--- src/rtl/pwr_clk_pkg.sv ---
// rtl/pwr_clk_pkg.sv - shared phase encodings and constants for the power-clock scheduler
//
// Purpose: phase enum, requester indices and the default phase length used by
// pwr_clk_phase_gen and pwr_clk_mux_scheduler.
// Ports: none (package).
package pwr_clk_pkg;

  typedef enum logic [1:0] {
    PH_WAIT    = 2'd0,
    PH_EVAL    = 2'd1,
    PH_HOLD    = 2'd2,
    PH_RECOVER = 2'd3
  } phase_e;

  localparam int REQ_A = 0;
  localparam int REQ_B = 1;

  localparam int PHASE_LEN_DEFAULT = 4;

  // Fixed four-phase rotation of the power clock.
  function automatic phase_e next_phase(input phase_e p);
    case (p)
      PH_WAIT:    next_phase = PH_EVAL;
      PH_EVAL:    next_phase = PH_HOLD;
      PH_HOLD:    next_phase = PH_RECOVER;
      default:    next_phase = PH_WAIT;
    endcase
  endfunction

endpackage

--- src/rtl/pwr_clk_phase_gen.sv ---
// rtl/pwr_clk_phase_gen.sv - four-phase power-clock sequencer with enable parking
//
// Purpose: steps WAIT->EVAL->HOLD->RECOVER, each phase PHASE_LEN clks, and drives
// the registered pulsed power clock (high in EVAL and HOLD).
// Ports:
//   clk, rst        - clock, asynchronous active-high reset
//   en_i            - run enable, only looked at on the last WAIT clk
//   phase_o         - current phase encoding
//   last_cycle_o    - high on the last clk of the current phase
//   phase_start_o   - high on the first clk of a phase that was just entered
//   pwr_clk_o       - pulsed power clock
module pwr_clk_phase_gen
  import pwr_clk_pkg::*;
#(
  parameter int PHASE_LEN = PHASE_LEN_DEFAULT
) (
  input  logic       clk,
  input  logic       rst,
  input  logic       en_i,
  output logic [1:0] phase_o,
  output logic       last_cycle_o,
  output logic       phase_start_o,
  output logic       pwr_clk_o
);

  localparam int CNT_W = ($clog2(PHASE_LEN) > 0) ? $clog2(PHASE_LEN) : 1;
  localparam logic [CNT_W-1:0] CNT_MAX = CNT_W'(PHASE_LEN - 1);

  phase_e           phase_q, phase_d;
  logic [CNT_W-1:0] cnt_q, cnt_d;
  logic             pwr_q, pwr_d;
  logic             start_q, start_d;
  logic             last;
  logic             advance;

  assign last = (cnt_q == CNT_MAX);
  // Only WAIT can stall; every other phase always moves on after PHASE_LEN clks.
  assign advance = last && ((phase_q != PH_WAIT) || en_i);

  always_comb begin
    phase_d = phase_q;
    cnt_d   = cnt_q;
    if (advance) begin
      phase_d = next_phase(phase_q);
      cnt_d   = '0;
    end else if (!last) begin
      cnt_d = cnt_q + CNT_W'(1);
    end
    // Parked in WAIT: cnt stays at CNT_MAX so en is re-sampled every clk.
    pwr_d   = (phase_d == PH_EVAL) || (phase_d == PH_HOLD);
    start_d = advance;
  end

  always_ff @(posedge clk or posedge rst) begin
    if (rst) begin
      phase_q <= PH_WAIT;
      cnt_q   <= '0;
      pwr_q   <= 1'b0;
      start_q <= 1'b0;
    end else begin
      phase_q <= phase_d;
      cnt_q   <= cnt_d;
      pwr_q   <= pwr_d;
      start_q <= start_d;
    end
  end

  assign phase_o       = phase_q;
  assign last_cycle_o  = last;
  assign phase_start_o = start_q;
  assign pwr_clk_o     = pwr_q;

endmodule

--- src/rtl/pwr_clk_mux_scheduler.sv ---
// rtl/pwr_clk_mux_scheduler.sv - round-robin scheduler and result capture for the pulsed-supply 2:1 mux
//
// Purpose: arbitrates two requesters once per power-clock cycle, drives the mux
// select, captures the mux output at the end of HOLD and returns it.
// Ports:
//   clk, rst   - clock, asynchronous active-high reset
//   en         - run enable for the power-clock sequence
//   req[1:0]   - requests (bit0 = path A / sel 0, bit1 = path B / sel 1)
//   mux_y      - mux output
//   gnt[1:0]   - one-hot grant, held EVAL through RECOVER
//   sel        - mux select
//   PwrClk     - pulsed power clock
//   phase[1:0] - current phase
//   y_valid    - one-clk result strobe on the first RECOVER clk
//   y_data     - captured result
//   y_owner    - requester that owns y_data
module pwr_clk_mux_scheduler
  import pwr_clk_pkg::*;
#(
  parameter int PHASE_LEN = PHASE_LEN_DEFAULT
) (
  input  logic       clk,
  input  logic       rst,
  input  logic       en,
  input  logic [1:0] req,
  input  logic       mux_y,
  output logic [1:0] gnt,
  output logic       sel,
  output logic       PwrClk,
  output logic [1:0] phase,
  output logic       y_valid,
  output logic       y_data,
  output logic       y_owner
);

  logic [1:0] phase_w;
  logic       last_w;
  logic       start_w;
  logic       arb_fire;
  logic       winner;

  logic [1:0] gnt_q, gnt_d;
  logic       sel_q, sel_d;
  logic       rr_last_q, rr_last_d;
  logic       y_data_q, y_data_d;
  logic       y_owner_q, y_owner_d;

  pwr_clk_phase_gen #(
    .PHASE_LEN(PHASE_LEN)
  ) u_phase_gen (
    .clk          (clk),
    .rst          (rst),
    .en_i         (en),
    .phase_o      (phase_w),
    .last_cycle_o (last_w),
    .phase_start_o(start_w),
    .pwr_clk_o    (PwrClk)
  );

  // Arbitration coincides with the WAIT->EVAL edge, so sel only moves while PwrClk=0.
  assign arb_fire = (phase_w == PH_WAIT) && last_w && en;
  assign winner   = ~rr_last_q;

  always_comb begin
    gnt_d     = gnt_q;
    sel_d     = sel_q;
    rr_last_d = rr_last_q;
    y_data_d  = y_data_q;
    y_owner_d = y_owner_q;

    if (arb_fire) begin
      case (req)
        2'b01: begin
          gnt_d = 2'b01;
          sel_d = 1'(REQ_A);
        end
        2'b10: begin
          gnt_d = 2'b10;
          sel_d = 1'(REQ_B);
        end
        2'b11: begin
          // Round-robin pointer only moves when there was actually a contest.
          gnt_d     = winner ? 2'b10 : 2'b01;
          sel_d     = winner;
          rr_last_d = winner;
        end
        default: gnt_d = 2'b00;  // idle cycle still runs; sel left untouched
      endcase
    end else if ((phase_w == PH_RECOVER) && last_w) begin
      gnt_d = 2'b00;
    end

    if ((phase_w == PH_HOLD) && last_w && (gnt_q != 2'b00)) begin
      y_data_d  = mux_y;
      y_owner_d = sel_q;
    end
  end

  always_ff @(posedge clk or posedge rst) begin
    if (rst) begin
      gnt_q     <= 2'b00;
      sel_q     <= 1'b0;
      rr_last_q <= 1'b1;
      y_data_q  <= 1'b0;
      y_owner_q <= 1'b0;
    end else begin
      gnt_q     <= gnt_d;
      sel_q     <= sel_d;
      rr_last_q <= rr_last_d;
      y_data_q  <= y_data_d;
      y_owner_q <= y_owner_d;
    end
  end

  // gnt_q is still held on the first RECOVER clk and is cleared by reset, so an
  // aborted or idle cycle never strobes.
  assign y_valid = (phase_w == PH_RECOVER) && start_w && (gnt_q != 2'b00);

  assign gnt     = gnt_q;
  assign sel     = sel_q;
  assign phase   = phase_w;
  assign y_data  = y_data_q;
  assign y_owner = y_owner_q;

endmodule

--- config.mk ---
export PLATFORM = sky130hd
export DESIGN_NAME = pwr_clk_mux_scheduler
export DESIGN_NICKNAME = d
export VERILOG_FILES = /design/src/rtl/pwr_clk_pkg.sv /design/src/rtl/pwr_clk_phase_gen.sv /design/src/rtl/pwr_clk_mux_scheduler.sv
export SDC_FILE = /design/constraint.sdc
export NUM_CORES = 1
export LEC_CHECK = 0
export CAP_MARGIN = 0
export CORE_MARGIN = 1.5
export CORE_UTILIZATION = 35
export DETAILED_ROUTE_END_ITERATION = 8
export GPL_TIMING_DRIVEN = 0
export PLACE_DENSITY = 0.69
export SLEW_MARGIN = 0
export SYNTH_ARGS = -nofsm -noshare
export SYNTH_HDL_FRONTEND = slang
export SYNTH_SLANG_ARGS = --single-unit
--- constraint.sdc ---
create_clock -name clk -period 1.55 [get_ports clk]
set_input_delay 0.155 -clock clk [delete_from_list [all_inputs] [get_ports clk]]
set_output_delay 0.155 -clock clk [all_outputs]
set_load 0.02 [all_outputs]
======== Word level (Yosys, flattened, before mapping) ========
Cells that the tools add are included.
word-level totals
  word-level logic and storage cells ...... 47
  bits of input ports ..................... 6
  output and inout bits ................... 9
  register bits ........................... 12
cells by class
  reduce and logical (&&, ||, !) cells .... 17
  bitwise logic cells ..................... 1
  equality and inequality tests ........... 10
  add/subtract/negate cells ............... 1
  multiplexer cells ....................... 9
operators with widths
  kind                                                    number
  equality test 2 bit (second input constant)             6
  2-to-1 mux 2 bit                                        6
  one-hot mux 2 bit (3 select lines)                      2
  logical AND 1 bit                                       8
  equality test 2 x 1 -> 1 bit (second input constant)    3
  nonzero test 2 bit                                      3
  AND reduction 2 bit                                     2
  one-hot mux 1 bit (3 select lines)                      1
  nonzero test 3 bit                                      1
  adder 2 x 1 -> 2 bit (second input constant)            1
  logical NOT 2 bit                                       1
  logical OR 1 bit                                        2
  inequality test 2 x 1 -> 1 bit (second input constant)  1
  NOT 1 bit                                               1

======== Logic depth before layout (Yosys ltp) ========
Gate-level depths: netlist of run 1.
  depth in word-level cells ............... 6
  depth in mapped cells ................... 7
  depth with buffers taken out ............ 6

======== Modules after synthesis ========
A second synthesis of run 1 with hierarchy kept.
second synthesis, totals
  cell total of the unflattened synthesis .. 45
  area total of the unflattened synthesis .. 555.5 um^2
by module, submodules not included
  module                 instances  area an instance (um^2)  seq. area each (um^2)  cells each
  pwr_clk_mux_scheduler  1          280.3                    151.4                  23
  pwr_clk_phase_gen      1          275.3                    150.1                  22

======== Worst setup path before layout of run 1 ========
No wires, ideal clock.
  kind .................................... flip-flop to flip-flop
  start point ............................. register u_phase_gen.phase_q[0] (netlist: u_phase_gen.phase_o[0])
  end point ............................... register u_phase_gen.pwr_q (netlist: u_phase_gen.pwr_clk_o)
  path slack .............................. -0.099 ns
  stages on the path, launching flop included .. 7
  required time ........................... 1.423 ns
  data arrival time ....................... 1.523 ns
  setup time .............................. 0.127 ns
  cells stage by stage .................... dfrtp_1 > inv_1 > ha_1 > nor2b_2 > nand2b_4 > mux2_4 > xor2_1
between the ends
  cells in the longest elaborated chain, start to end .. 6
  elaborated cells on any way between the ends .. 11
ends and longest elaborated chain
  what                                                                        line                     text
  start, declared                                                             pwr_clk_phase_gen.sv:29  phase_e phase_q, phase_d;
  start signal, assigned                                                      pwr_clk_phase_gen.sv:61  phase_q <= phase_d;
  branches (longest 3 deep; another with one-hot mux 2 bit (3 select lines))  --
  2-to-1 mux 2 bit (*)                                                        pwr_clk_phase_gen.sv:43  if (advance) begin
  via u_phase_gen.phase_d[1]                                                  pwr_clk_phase_gen.sv:29
  equality test 2 x 1 -> 1 bit or equality test 2 bit (tied branches)         pwr_clk_phase_gen.sv:50  pwr_d = (phase_d == PH_EVAL) || (phase_d == PH_HOLD);
  logical OR 1 bit (*)                                                        pwr_clk_phase_gen.sv:50
  via u_phase_gen.pwr_d                                                       pwr_clk_phase_gen.sv:31  logic pwr_q, pwr_d;
  end signal, assigned                                                        pwr_clk_phase_gen.sv:63  pwr_q <= pwr_d;
  end, declared                                                               pwr_clk_phase_gen.sv:31
Mark *: on every way through the listed nets, which the timed path passes.
A chain may end at the register's enable or synchronous reset.

======== Worst setup path after layout of run 1 ========
  start point ............................. register u_phase_gen.phase_q[1] (netlist: u_phase_gen.phase_o[1])
  end point ............................... register u_phase_gen.pwr_q (netlist: u_phase_gen.pwr_clk_o)
The elaborated chain is that of the path after synthesis.

==> impl_results.md, run 1 <==
* Status: finished, final reports clean
* Worst r2r dst: u_phase_gen.pwr_clk_o
* Area of the die at 0.00191 mm²
* Core Area at 0.00152 mm²
* Pleak at 0.000365 µW
* Hold Vio Cnt, Final at 0
* Slew @ Worst Pin at 0.443 ns
* Simple-Gate Fraction of Synth Area at 0.162
* Slew Limit Fails at 0
* Post-Synth Adder-Cell Area at 0.0864
* Largest area contributor in the netlist: dfrtp_1
* Die width at 43.7 µm
* Final setup vio count at 0
* Clock skew at 0.00477 ns
* Max clock buf depth at 2
* Syn avg cell area at 11.6 µm²
* Seq cells post-synth at 12
* FP Rows at 14
* Share of cells above drive strength 1 at 0.261
* Nets at 80
* Crit path largest cell delay at 0.44 ns
* Top cell type's share of synthesized area at 0.475
* Drt first pass iters at 2
* Crit Path Max Fanout at 5
* Antenna viol nets, final at 0
* Post-Synth XOR/XNOR Area at 0.0302
* Reg clk slew, reported paths at 0.07 ns
* Critical path type: register to register
* Crit-path cells: inv_2 > ha_4 > nor2b_4 > nand2b_4 > mux2_4 > xor2_1
* WL per Instance at 12.3 µm
* Largest family of logic cells by synthesized area: simple AND/OR/NAND/NOR gates
* Ports at 15
* Minimum clock period at 1.51 ns
* CTS Root Cell: clkbuf_4
* Most common cell after layout, fill and taps aside: clkdlybuf4s50_1
* Synthesis-to-finish area growth at 37.4%
* Initial antenna violation count at 0
* Peak Freq at 661 MHz
* Post-synthesis sequential area ratio at 0.521
* Worst Path Required at 1.70 ns
* Netlist Area Pre-Place at 579 µm²
* N_diodes at 0
* All-layer global routing usage at 0.130
* Drt drc at 0
* CTS tree: done
* Initial Utilization at 0.380
* Vias in the first global route at 410
* GP Congestion at 0.721
* Crit path DAT at 1.66 ns
* R2R Setup Slk at 0.04 ns
* Detailed Place HPWL at 724 µm
* Slew headroom at 0.705
* Largest net degree at the start of global routing at 13
* Bufs and invs on worst path at 1
* Final wirelength at 1050 µm
* 1st-iter DRT viols at 1
* Syn_nets at 60
* Cell Pwr Density at 2030 mW/mm²
* CP max-delay cell: dfrtp_2
* Hold-fix buffers at CTS at 0
* Vias at 424
* Overflow after GRT at 0
* Clk_lat worst skew at 0.27 ns
* Worst hold-check path type: input pin to asynchronous set/reset pin
* Warning count from the yosys run at 0
* Crit path launch type: register
* Clock sink count at 12
* Fillers at 147
* Die Ht at 43.7 µm
* Critical path capture point type: register
* CTS Buf Count at 3
* # port buffers at 14
* Final Cycle Share at 0.976
* H-Tree Level Count at 1
* Post-route setup TNS at 0 ns
* Total power draw at 1610 µW
* Peak VDD IR at 0.995 mV
* Count of cell types in the netlist at 23
* Max Cap Viol at 0
* CP top delay family: flip-flops
* First-pass GRT wire length at 1740 µm
* Multi-input gate area at 273 µm²
* Avg Vias per Cell at 4.99
* Complex-gate fraction of the synthesized area at 0.0778
* Commonest non-fill, non-tap cells in the layout: clkdlybuf4s50_1, dfrtp_1, nand2_1
* Register-to-Register Path Depth at 6
* Mux contribution to synthesized area at 0.0842
* Reg area at 304 µm²
* FF-to-FF Start: u_phase_gen.phase_o[1]
* Post-Synthesis Cells at 50
* Area contributors post-synth: dfrtp_1, ha_1, nand2_1
* Worst hold slack at 0.180 ns
-- cells in the mapped netlist --
library cell   n
dfrtp_1       11
nand2_1        8
ha_1           4
inv_1          4
nand3_1        3
mux2_2         2
o21ai_1        2
a22oi_2        1
and3_1         1
buf_4          1
dfstp_2        1
mux2_1         1
mux2_4         1
nand2b_1       1
nand2b_4       1
nand3_2        1
nor2_1         1
nor2b_2        1
o211a_1        1
o211ai_1       1
o21ai_0        1
xnor2_1        1
xor2_1         1
-- worst max path at each step --
stage	startpoint	to	slack, ns	cells after the start
floorplan	u_phase_gen.phase_o[0]	u_phase_gen.pwr_clk_o	0.004	6
global placement	u_phase_gen.phase_o[0]	u_phase_gen.pwr_clk_o	0.0007	6
detailed placement	u_phase_gen.phase_o[0]	u_phase_gen.pwr_clk_o	-0.01	6
CTS	u_phase_gen.phase_o[0]	u_phase_gen.pwr_clk_o	0.0008	6
global route	u_phase_gen.phase_o[0]	u_phase_gen.pwr_clk_o	-0.006	6
finish	u_phase_gen.phase_o[1]	u_phase_gen.pwr_clk_o	0.04	6
-- logic make-up after synthesis --
logic type      Yosys count
compound gates            6
xor+xnor                  2
fa+ha+maj                 4
buf+inv                   5
flops                    12
mux                       4
simple gates             17
-- state kept, by name, indices dropped and copies added (netlist names) --
register,cells
gnt,2
rr_last_q,1
sel,1
u_phase_gen.cnt_q,2
u_phase_gen.phase_o,2
u_phase_gen.phase_start_o,1
u_phase_gen.pwr_clk_o,1
y_data,1
y_owner,1
-- area by class of cell --
type	instances	area share
Clock buffer	4	0.0330
Multi-Input combinational cell	33	0.343
Buffer	1	0.00943
Timing Repair Buffer	15	0.186
Tap cell	16	0.0252
Inverter	4	0.0220
Sequential cell	12	0.382
-- per-layer routing --
layer / wire length (µm) / GRT usage / up-vias / share of wire
met4: 27 / 0.0909 / 0 / 0.026
li1: - / - / 209 / -
met1: 484 / 0.160 / 198 / 0.46
met2: 476 / 0.194 / 13 / 0.46
met5: 0 / 0 / - / 0
met3: 58 / 0.0375 / 4 / 0.055
-- timing repair --
action / CTS / global route
setup buffers: 1 / 0
gates resized for setup: 2 / 4
setup endpoints to repair: 2 / 2
-- power by group --
part	total (µW)	switching, µW	internal (µW)
combinational	837	399	438
sequential	580	107	474
clock	195	95.5	99.6
total	1610	601	1010
-- through the flow --
| step | cell area, µm² | instances | setup slack, ns | util |
|---|---|---|---|---|
| after CTS | 782 | 85 | 0.000832 | 0.513 |
| after floorplan | 587 | 50 | 0.00380 | - |
| final | 796 | 85 | 0.0368 | 0.522 |
| after global routing | 796 | 85 | -0.00592 | 0.522 |
| after detailed placement | 747 | 80 | -0.0103 | 0.490 |
| after global placement | 747 | 80 | 0.000726 | 0.490 |
(Power assumes the default switching activity.)
==> run 2: changes to the inputs <==
RECOVER_POWER = 25   (was not set)
==> run 2 against run 1 <==
  * Clock power about the same
  * Sequential power about the same
  * Count of clock-buffer cells in the layout stayed put
  * Hold slack better by 0.14 ns
  * Largest cell class unchanged
  * Register-to-register slack about the same
  * Via count unchanged
  * Flip-flop and latch count did not move
==> impl_results.md, run 2 (synthesis gave the netlist of run 1 again) <==
* Status: finished, final reports clean
* Minimum clock period at 1.51 ns
* Final Cycle Share at 0.976
* Critical path capture point type: register
* Area after DPL at 747 µm²
* Crit path DAT at 1.66 ns
* CTS Root Cell: clkbuf_4
* Clock skew at 0.00477 ns
* Ports at 15
* Initial antenna violation count at 0
* Vias at 424
* Fin area at 796 µm²
* Clk_lat worst skew at 0.27 ns
* Vias in the first global route at 410
* Peak VDD IR at 0.995 mV
* Avg Vias per Cell at 4.99
* Most common cell after layout, fill and taps aside: clkdlybuf4s50_1
* Hold Vio Cnt, Final at 0
* # port buffers at 14
* Hold-fix buffers at CTS at 0
* Final wirelength at 1050 µm
* Crit path largest cell delay at 0.44 ns
* PnR worst setup slack at 0.0368 ns
* First-pass GRT wire length at 1740 µm
* CP max-delay cell: dfrtp_2
* All-layer global routing usage at 0.130
* Crit. Startpoint: u_phase_gen.phase_o[1]
* Share of cells above drive strength 1 at 0.261
* Worst Path Required at 1.70 ns
* CTS tree: done
* Final setup vio count at 0
* Commonest non-fill, non-tap cells in the layout: clkdlybuf4s50_1, dfrtp_1, nand2_1
* Worst hold-check path type: input pin to asynchronous set/reset pin
* WL per Instance at 12.3 µm
* Die Ht at 43.7 µm
* Max Cap Viol at 0
* Post-route setup TNS at 0 ns
* Pleak at 0.000365 µW
* Core Area at 0.00152 mm²
* Detailed Place HPWL at 724 µm
* Synthesis-to-finish area growth at 37.4%
* Crit-path cells: inv_2 > ha_4 > nor2b_4 > nand2b_4 > mux2_4 > xor2_1
* CTS Buf Count at 3
* Slew headroom at 0.705
* Drt drc at 0
* Overflow after GRT at 0
* N_diodes at 0
* FP Rows at 14
* GP Congestion at 0.721
* Reg clk slew, reported paths at 0.07 ns
* H-Tree Level Count at 1
* Crit path launch type: register
* Peak Freq at 661 MHz
* Initial Utilization at 0.380
* Clock sink count at 12
* FF-to-FF Start: u_phase_gen.phase_o[1]
* Worst hold slack at 0.317 ns
* Nets at 80
* Max clock buf depth at 2
* Die width at 43.7 µm
* Crit Path Max Fanout at 5
* Critical path type: register to register
* Area of the die at 0.00191 mm²
* Place WS at -0.0103 ns
* Antenna viol nets, final at 0
* Drt first pass iters at 2
* Largest net degree at the start of global routing at 13
* Slew @ Worst Pin at 0.442 ns
* Cell Pwr Density at 2030 mW/mm²
* Slew Limit Fails at 0
* 1st-iter DRT viols at 1
-- run 2: cell types whose count changed in the layout (fill, tap and decap cells not counted), sizes merged --
cell | previous run | this run
dlygate4sd3 | 0 | 1
clkdlybuf4s50 | 13 | 12
-- run 2: worst max-delay path, delay by kind of cell, from the launching register on --
| family | cells | cell delay, ns |
|---|---|---|
| and+or+nand+nor | 2 | 0.29 |
| xor gates and xnor gates | 1 | 0.14 |
| DFF | 1 | 0.44 |
| adders and majority gates | 1 | 0.14 |
| buffers and inverters | 1 | 0.09 |
| muxes | 1 | 0.31 |
-- run 2: final cells by class --
cell class / count / area (µm²)
Buffer: 1 / 7.51
Clock buffer: 4 / 26.3
Fill cell: 147 / 728
Inverter: 4 / 17.5
Multi-Input combinational cell: 33 / 273
Sequential cell: 12 / 304
Tap cell: 16 / 20.0
Timing Repair Buffer: 15 / 148
-- run 2: repair_timing --
action / CTS / global route
endpoints found under the setup margin: 2 / 2
resized for setup: 2 / 4
setup buffers: 1 / 0
-- run 2: metal layers --
layer / vias to the layer above / wire [µm] / global-route usage
met5: - / 0 / 0
met4: 0 / 27 / 0.0909
met3: 4 / 58 / 0.0375
met2: 13 / 476 / 0.194
met1: 198 / 483 / 0.160
li1: 209 / - / -
-- run 2: report_power, final --
group	switching, µW	internal [µW]
logic	399	438
registers	107	474
clock network	95.5	99.6
-- run 2: path summary, 6_finish.rpt --
kind                                         endpoint  slack, ns  cells past startpoint
worst max-delay path            u_phase_gen.pwr_clk_o       0.04                      6
worst min-delay path             u_phase_gen.cnt_q[1]       0.32                      2
worst max register to register  u_phase_gen.pwr_clk_o       0.04                      6
worst min register to register   u_phase_gen.cnt_q[1]       0.50                      1
max in group asynchronous                   rr_last_q       0.89                      2
min in group clk                            rr_last_q       0.49                      3
-- run 2: through the flow --
| step | instances | power, µW | util |
|---|---|---|---|
| 2_1_floorplan | 50 | 1070 | - |
| 3_3_place_gp | 80 | 1330 | 0.490 |
| 3_5_place_dp | 80 | 1350 | 0.490 |
| 4_1_cts | 85 | 1580 | 0.513 |
| 5_1_grt | 85 | 1730 | 0.522 |
| 6_report | 85 | 1610 | 0.522 |
